===== src/rtl/rr_arbiter_8_pkg.sv =====
`default_nettype none
// ============================================================================
//  Module      : rr_arbiter_8_pkg
//  Description : Shared definitions for the 8-way round-robin arbiter:
//                requester count, index width, FSM state encoding and the
//                rotating-priority winner search.
//  Revision    : 1.0 - initial release
// ============================================================================
package rr_arbiter_8_pkg;

    localparam int c_N_REQ = 8;
    localparam int c_IDX_W = 3;

    // IDLE: no grant, BUSY: grant held, GAP: one-cycle bus turnaround
    typedef enum logic [1:0] {
        ST_IDLE = 2'd0,
        ST_BUSY = 2'd1,
        ST_GAP  = 2'd2
    } arb_state_t;

    // Returns the first requester at or after i_ptr (wrapping modulo 8).
    // The request vector is doubled and shifted so the search always starts
    // at bit 0; the lowest set bit of the shifted window is the winner's
    // distance from the pointer. The caller only uses the result when at
    // least one request is present.
    function automatic logic [c_IDX_W-1:0] rr_pick(
        input logic [c_N_REQ-1:0] i_req,
        input logic [c_IDX_W-1:0] i_ptr
    );
        logic [2*c_N_REQ-1:0] v_dbl;
        logic [c_IDX_W-1:0]   v_pick;
        v_dbl  = {i_req, i_req} >> i_ptr;
        v_pick = i_ptr;
        // Descending scan so the closest requester is written last and wins
        for (int k = c_N_REQ - 1; k >= 0; k--) begin
            if (v_dbl[k]) begin
                v_pick = i_ptr + c_IDX_W'(k);
            end
        end
        return v_pick;
    endfunction

endpackage : rr_arbiter_8_pkg
`default_nettype wire


===== src/rtl/rr_arbiter_8_grant_dec_38.sv =====
`default_nettype none
// ============================================================================
//  Module      : rr_arbiter_8_grant_dec_38
//  Description : Combinational 3-to-8 decoder with enable. Produces the
//                one-hot, active-high grant vector; all-zero when disabled.
//  Revision    : 1.0 - initial release
// ============================================================================
module rr_arbiter_8_grant_dec_38
    import rr_arbiter_8_pkg::*;
(
    input  logic [c_IDX_W-1:0] i_idx,
    input  logic               i_en,
    output logic [c_N_REQ-1:0] o_onehot
);

    // One comparator per output line; at most one can match a given index
    genvar g;
    generate
        for (g = 0; g < c_N_REQ; g++) begin : g_dec
            assign o_onehot[g] = i_en && (i_idx == c_IDX_W'(g));
        end
    endgenerate

endmodule : rr_arbiter_8_grant_dec_38
`default_nettype wire


===== src/rtl/rr_arbiter_8.sv =====
`default_nettype none
// ============================================================================
//  Module      : rr_arbiter_8
//  Description : Round-robin arbiter for 8 requesters. Grants one master at a
//                time, holds the grant until release or HOLD_MAX expiry,
//                inserts one turnaround cycle, then rotates priority to the
//                master after the last winner.
//  Revision    : 1.0 - initial release
// ============================================================================
module rr_arbiter_8
    import rr_arbiter_8_pkg::*;
#(
    parameter int HOLD_MAX = 16     // legal range 2..255
)(
    input  logic               clk,
    input  logic               rst,
    input  logic               arb_en,
    input  logic [c_N_REQ-1:0] req,
    output logic [c_N_REQ-1:0] grant,
    output logic [c_IDX_W-1:0] grant_idx,
    output logic               grant_vld,
    output logic               timeout
);

    // Last hold count value before a grant must be revoked
    localparam logic [7:0] c_HOLD_LAST = 8'(HOLD_MAX - 1);

    // ------------------------------------------------------------------
    // State and output registers
    // ------------------------------------------------------------------
    arb_state_t           r_state;
    logic [c_IDX_W-1:0]   r_ptr;
    logic [7:0]           r_hold_cnt;
    logic [c_IDX_W-1:0]   r_idx;
    logic                 r_vld;
    logic                 r_timeout;

    // ------------------------------------------------------------------
    // Next-state values
    // ------------------------------------------------------------------
    arb_state_t           w_state_nxt;
    logic [c_IDX_W-1:0]   w_ptr_nxt;
    logic [7:0]           w_hold_nxt;
    logic [c_IDX_W-1:0]   w_idx_nxt;
    logic                 w_vld_nxt;
    logic                 w_timeout_nxt;

    logic [c_IDX_W-1:0]   w_winner;
    logic                 w_any_req;
    logic                 w_owner_req;
    logic                 w_can_grant;

    assign w_winner    = rr_pick(req, r_ptr);
    assign w_any_req   = |req;
    assign w_owner_req = req[r_idx];
    assign w_can_grant = arb_en && w_any_req;

    // Next-state and output decode; every target defaults to hold / idle
    always_comb begin
        w_state_nxt   = r_state;
        w_ptr_nxt     = r_ptr;
        w_hold_nxt    = r_hold_cnt;
        w_idx_nxt     = r_idx;
        w_vld_nxt     = r_vld;
        w_timeout_nxt = 1'b0;

        case (r_state)
            // IDLE and GAP evaluate new requests identically; GAP exists only
            // so that a grant can never start on the edge another one ends
            ST_IDLE, ST_GAP: begin
                if (w_can_grant) begin
                    w_state_nxt = ST_BUSY;
                    w_idx_nxt   = w_winner;
                    w_vld_nxt   = 1'b1;
                    w_hold_nxt  = 8'd0;
                end else begin
                    w_state_nxt = ST_IDLE;
                    w_vld_nxt   = 1'b0;
                end
            end

            // arb_en is deliberately ignored here: a live grant always runs
            // to release or expiry. Release takes precedence over expiry so
            // a master dropping its request on the last cycle sees no pulse.
            ST_BUSY: begin
                if (!w_owner_req) begin
                    w_state_nxt = ST_GAP;
                    w_vld_nxt   = 1'b0;
                    w_ptr_nxt   = r_idx + 1'b1;
                    w_hold_nxt  = 8'd0;
                end else if (r_hold_cnt == c_HOLD_LAST) begin
                    w_state_nxt   = ST_GAP;
                    w_vld_nxt     = 1'b0;
                    w_ptr_nxt     = r_idx + 1'b1;
                    w_hold_nxt    = 8'd0;
                    w_timeout_nxt = 1'b1;
                end else begin
                    w_hold_nxt = r_hold_cnt + 8'd1;
                end
            end

            default: begin
                w_state_nxt = ST_IDLE;
                w_vld_nxt   = 1'b0;
                w_hold_nxt  = 8'd0;
            end
        endcase
    end

    // State register with synchronous reset; reset drops any live grant
    always_ff @(posedge clk) begin
        if (rst) begin
            r_state    <= ST_IDLE;
            r_ptr      <= '0;
            r_hold_cnt <= 8'd0;
            r_idx      <= '0;
            r_vld      <= 1'b0;
            r_timeout  <= 1'b0;
        end else begin
            r_state    <= w_state_nxt;
            r_ptr      <= w_ptr_nxt;
            r_hold_cnt <= w_hold_nxt;
            r_idx      <= w_idx_nxt;
            r_vld      <= w_vld_nxt;
            r_timeout  <= w_timeout_nxt;
        end
    end

    // One-hot select lines derived from the registered index and valid
    rr_arbiter_8_grant_dec_38 u_grant_dec (
        .i_idx    (r_idx),
        .i_en     (r_vld),
        .o_onehot (grant)
    );

    assign grant_idx = r_idx;
    assign grant_vld = r_vld;
    assign timeout   = r_timeout;

endmodule : rr_arbiter_8
`default_nettype wire


===== config.mk =====
export PLATFORM = sky130hd
export DESIGN_NAME = rr_arbiter_8
export DESIGN_NICKNAME = d
export VERILOG_FILES = /design/src/rtl/rr_arbiter_8_pkg.sv /design/src/rtl/rr_arbiter_8_grant_dec_38.sv /design/src/rtl/rr_arbiter_8.sv
export SDC_FILE = /design/constraint.sdc
export NUM_CORES = 1
export LEC_CHECK = 0
export CELL_PAD_IN_SITES_DETAIL_PLACEMENT = 1
export CELL_PAD_IN_SITES_GLOBAL_PLACEMENT = 2
export CORE_MARGIN = 3
export CORE_UTILIZATION = 25
export CTS_BUF_LIST = sky130_fd_sc_hd__clkbuf_8 sky130_fd_sc_hd__clkbuf_16
export DETAILED_ROUTE_END_ITERATION = 16
export PLACE_DENSITY_LB_ADDON = 0.1
export SLEW_MARGIN = 0
export SYNTH_ARGS = -nofsm -noshare
export SYNTH_HDL_FRONTEND = slang
export SYNTH_SLANG_ARGS = --single-unit

===== constraint.sdc =====
create_clock -name clk -period 7 [get_ports clk]
set_input_delay 1.05 -clock clk [delete_from_list [all_inputs] [get_ports clk]]
set_output_delay 1.05 -clock clk [all_outputs]
set_load 0.03 [all_outputs]

* After elaboration in Yosys (flattened, before gate mapping)
Cells that the tools add are included.
Widths: inputs -> output; s select.
** Storage, ports and cells
- Flip-flop bits (word level) :: 18
- Input port bits :: 11
- Output and inout port bits :: 13
- Logic and storage cells :: 73
** Operators by class
- Add/sub/neg operators :: 9
- $lt $le $gt $ge :: 1
- Equality and inequality tests :: 13
- Shift operators :: 1
- Multiplexer cells :: 25
- Bitwise operators :: 2
- Reductions and logical operators :: 16
** Operator list (count)
- $mux 3 :: 10
- $mux 8 :: 3
- $pmux 8 s2 :: 1
- $shr 16x3->8 :: 1
- $add 3x3->3 const B :: 4
- $eq 3x3->1 const B :: 4
- $logic_and 1x1->1 :: 9
- $add 8x1->8 const B :: 1
- $eq 8x4->1 const B :: 1
- $reduce_or 8->1 :: 1
- $add 3x1->3 const B :: 2
- $add 3x2->3 const B :: 2
- $eq 3x2->1 const B :: 2
- $mux 1 :: 6
- $lt 3x4->1 const B :: 1
- $mux 2 :: 2
- $pmux 2 s2 :: 1
- $reduce_and 2->1 :: 2
- $bmux 1 s3 :: 1
- $eq 3x1->1 const B :: 1
- $logic_not 3->1 :: 1
- $ne 3x3->1 const B :: 1
- $reduce_or 3->1 :: 1
- $eq 2x1->1 const B :: 1
- 7 further kinds :: 8

* Longest topological paths before layout
- Depth after elaboration :: 9
- Gate-level depth with buffers :: 11
- Gate-level depth less buffers :: 8

* Cells and area by module
Synthesis repeated with hierarchy kept, for this count alone.
** Second synthesis, totals
- Cells, all modules :: 182
- Area total of the unflattened synthesis :: 1571.5 um^2
** Modules (own cells, without submodules)
- rr_arbiter_8 :: times used 1, cells an instance 174, area an instance 1475.2 um^2, seq. area each 360.3 um^2
- rr_arbiter_8_grant_dec_38 :: times used 1, cells an instance 8, area an instance 96.3 um^2, seq. area each 0.0 um^2

* Worst setup path before layout
Ideal clock, no wire load.
- Path type :: input port to flip-flop
- Start :: input port req[1]
- End :: register r_idx[0], in the netlist grant_idx[0]
- Setup time :: 0.072 ns
- Arrival :: 2.612 ns
- Required time :: 6.928 ns
- Path slack :: 4.315 ns
- Stages on the path :: 7
- Buffers on the path :: 1
- Cell sequence :: clkbuf_1 mux4_2 mux2_4 a21oi_2 a31oi_1 a211o_1 nor3b_2
** Between the ends
- Cells in the longest elaborated chain, start to end :: 9
- Elaborated cells on any way between the ends :: 12
- Those cells by class :: shift: 1; mux: 8; reduce/logical: 3
** Ends and longest elaborated chain
- start, declared :: RTL line rr_arbiter_8.sv:18 : input logic [c_N_REQ-1:0] req,
- $shr 16x3->8 :: RTL line rr_arbiter_8_pkg.sv:32 : v_dbl = {i_req, i_req} >> i_ptr;
- $mux 3 (8 in a row) :: RTL line rr_arbiter_8_pkg.sv:36 : if (v_dbl[k]) begin
- end signal, assigned :: RTL line rr_arbiter_8.sv:123 : r_idx <= w_idx_nxt;
- end, declared :: RTL line rr_arbiter_8.sv:34 : logic [c_IDX_W-1:0] r_idx;
Several ways; a longest one is shown, not always the timed one.
A chain may end at the register's enable or synchronous reset.

* Final worst setup path
- Start :: input port req[4]
- End :: register r_idx[1], in the netlist grant_idx[1]
The elaborated chain is that of the path after synthesis.

==> summary.md <==
| Metric | Value |
|---|---|
| Hold slack | `0.501 ns` |
| DP HPWL | `4340 um` |
| Die area | `8740 sq um` |
| Most frequent cell after synthesis | `a21oi_1` |
| Commonest cells in the netlist | `a21oi_1 (24), nor2_1 (19), dfxtp_1 (18)` |
| FF+latch count, synth | `18` |
| Fillers | `874` |
| Req. time, crit path | `7.20 ns` |
| Synth area leader | `dfxtp_1` |
| TritonCTS buffer count | `3` |
| Leading cell types by total area after synthesis | `dfxtp_1 (19%), mux4_2 (11%), a21oi_1 (6.3%)` |
| Clock sinks | `18` |
| Final setup fails | `0` |
| Post-route cell area | `2240 sq um` |
| Layout cells sized above 1 | `10.7%` |
| Register-to-register setup slack | `4.36 ns` |
| P per Cell Area | `139 nW/um^2` |
| Worst path arrival time | `3.54 ns` |
| RSZ-0062 raised after global routing | `no` |
| Period minus WS final | `3.34 ns` |
| Nets | `264` |
| Syn Area/Cell | `8.25 sq um` |
| CTS tree | `done` |
| Final WL | `5850 um` |
| Pre-CTS worst setup slack | `3.46 ns` |
| Actual slew at the worst max-slew pin | `0.585 ns` |
| Min-delay src | `r_hold_cnt[1]` |
| Via count | `1763` |
| FP Rows | `31` |
| Avg WL per Cell | `17.2 um` |
| Final worst slack | `3.66 ns` |
| Ys async rst share | `0%` |
| IO Port Bufs | `23` |
| Status | `completed` |
| Vias in the first global route | `1876` |
| Post-Syn Nets | `252` |
| Number of max-cap violations | `0` |
| IO Pins | `24` |
| Share of the synthesized area in the top cell type | `18.8%` |
| Global-route wire length before repair | `9900 um` |
| EDFF count, synth | `0` |
| Main synth FF type | `dfxtp_1` |
| RR Startpoint | `r_ptr[0]` |
| HP Class | `flop to flop` |
| Max_slew headroom | `60.0%` |
| Antenna violations before repair | `0` |
| Detail Route Antenna Nets | `0` |
| GRT Util Overall | `14.0%` |
| Congestion Overflow GR | `0` |
| Post-CTS Repair Setup Buffers | `0` |
| Post_cts resized | `0` |
| Sequential cell area | `360 sq um` |
| Remaining DRCs | `0` |
| Die span in x | `93.5 um` |
| Clock transition at the registers of the reported paths | `0.06 ns` |
| Antenna diode count | `0` |
| Hold Vio Cnt, Final | `0` |
| Lkg Pwr | `0.782 nW` |
| Reg2Reg Capture Point | `grant_idx[1]` |
| YS warnings | `0` |
| Crit Path Class | `input pin to flop` |
| Sequential area share after synthesis | `18.8%` |
| Worst setup SP type | `input pin` |
| Crit path to | `grant_idx[1]` |
| Period utilization | `47.8%` |
| Height of the die | `93.5 um` |
| Final Core Density | `30.6%` |
| Root Buffer | `clkbuf_8` |
| Routability cong. | `0.725` |
| Drt via density | `5.17` |
| Hold buffers post-CTS | `0` |
| Max-slew violations | `0` |
| Htree depth | `1` |
| Drt pass-1 iters | `4` |
| Initial Util | `26.1%` |
| Area grow syn2layout | `17.3%` |
| Clock latency on the worst-skew pair | `0.25 ns` |
| Max Clk Rate | `299 MHz` |
| CTS max path bufs | `2` |
| Depth of the worst register-to-register path | `9` |
| Placed cell areas | `2200 sq um` |
| Mapped cell area | `1910 sq um` |
| Clock Skew | `0.00102 ns` |
| Core Region | `7330 sq um` |
| Max Fanout on Critical Path | `13` |
| Setup crit end kind | `flop` |
| Initial drt markers | `72` |
| Max rail drop VDD | `0.0600 mV` |
| Largest net degree at the start of global routing | `28` |
| Synth cell types | `52` |
| Post-Synthesis Cells | `232` |
| Final setup TNS | `0 ns` |
| Area of the multi-input gates | `1430 sq um` |
| CP Launch Point | `req[4]` |
[how the worst min path moves through the flow]
stage,slack [ns],cells past startpoint,endpoint
floorplan,0.46,2,r_hold_cnt[1]
global placement,0.49,2,r_hold_cnt[3]
detailed placement,0.49,2,r_hold_cnt[1]
CTS,0.50,2,r_hold_cnt[1]
global route,0.53,2,r_hold_cnt[1]
finish,0.50,2,r_hold_cnt[1]
[final cells by class]
cell class                      instances  area share (%)
Clock buffer                            3            1.84
Multi-Input combinational cell        184            63.5
Inverter                               11            1.84
Timing Repair Buffer                   26            11.3
Sequential cell                        18            16.1
Tap cell                               99            5.52
[state kept, by name (all words and copies together) (netlist names)]
name / flops
r_hold_cnt: 8
r_ptr: 3
grant_vld: 1
grant_idx: 3
r_state: 2
timeout: 1
[routing by layer]
| metal | track usage [%] | share of wire [%] | up-vias |
|---|---|---|---|
| met3 | 0.965 | 1.1 | 4 |
| met4 | 3.17 | 0.62 | 0 |
| met2 | 24.5 | 50 | 14 |
| li1 | - | - | 883 |
| met5 | 0 | 0 | - |
| met1 | 18.8 | 49 | 862 |
[through the flow]
step	instances	total power, mW
after detailed placement	338	0.242
after global placement	338	0.244
final	341	0.311
after floorplan	232	0.206
after CTS	341	0.316
after global routing	341	0.333
[cells in the final DEF, fill, tap and decap left out, drive strengths merged, types with 3 or more instances in the layout]
cell type      Yosys  final
buf                6      3
clkbuf            13      3
nand3              5      5
a2111oi            3      3
dfxtp             18     18
a211oi             9      9
nor2              19     19
and2               4      4
mux4              10     10
clkdlybuf4s50      0     23
ha                 9      9
a21oi             25     25
inv               11     11
mux2i             12     12
nand2b             4      4
nor2b              5      5
nand2             11     11
a21o               5      5
nor3               8      8
nor4               3      3
xor2               3      3
xnor2              3      3
and3               8      8
o21ai              8      8
mux2               6      6
[critical path, cell delays in order]
cell and delay, ns:
clkdlybuf4s50_1 0.65, mux4_2 0.67, a211oi_2 0.27, a21o_1 0.11, a211oi_1 0.07, a2111oi_0 0.54, o21a_1 0.17
[cell families after synthesis]
family	after synthesis	synth area share [%]
simple gates	76	21.0
compound gates	65	22.2
buf+inv	30	6.73
mux	28	22.6
flops	18	18.8
fa+ha+maj	9	5.88
xor+xnor	6	2.75
[report_power, final]
part           leakage (nW)  switching, mW  internal [mW]  total (mW)
Combinational         0.614         0.0715         0.0533       0.125
Sequential            0.146        0.00747          0.107       0.114
Clock                0.0216         0.0335         0.0382      0.0718
No activity file was read; power rests on OpenSTA's default activity.
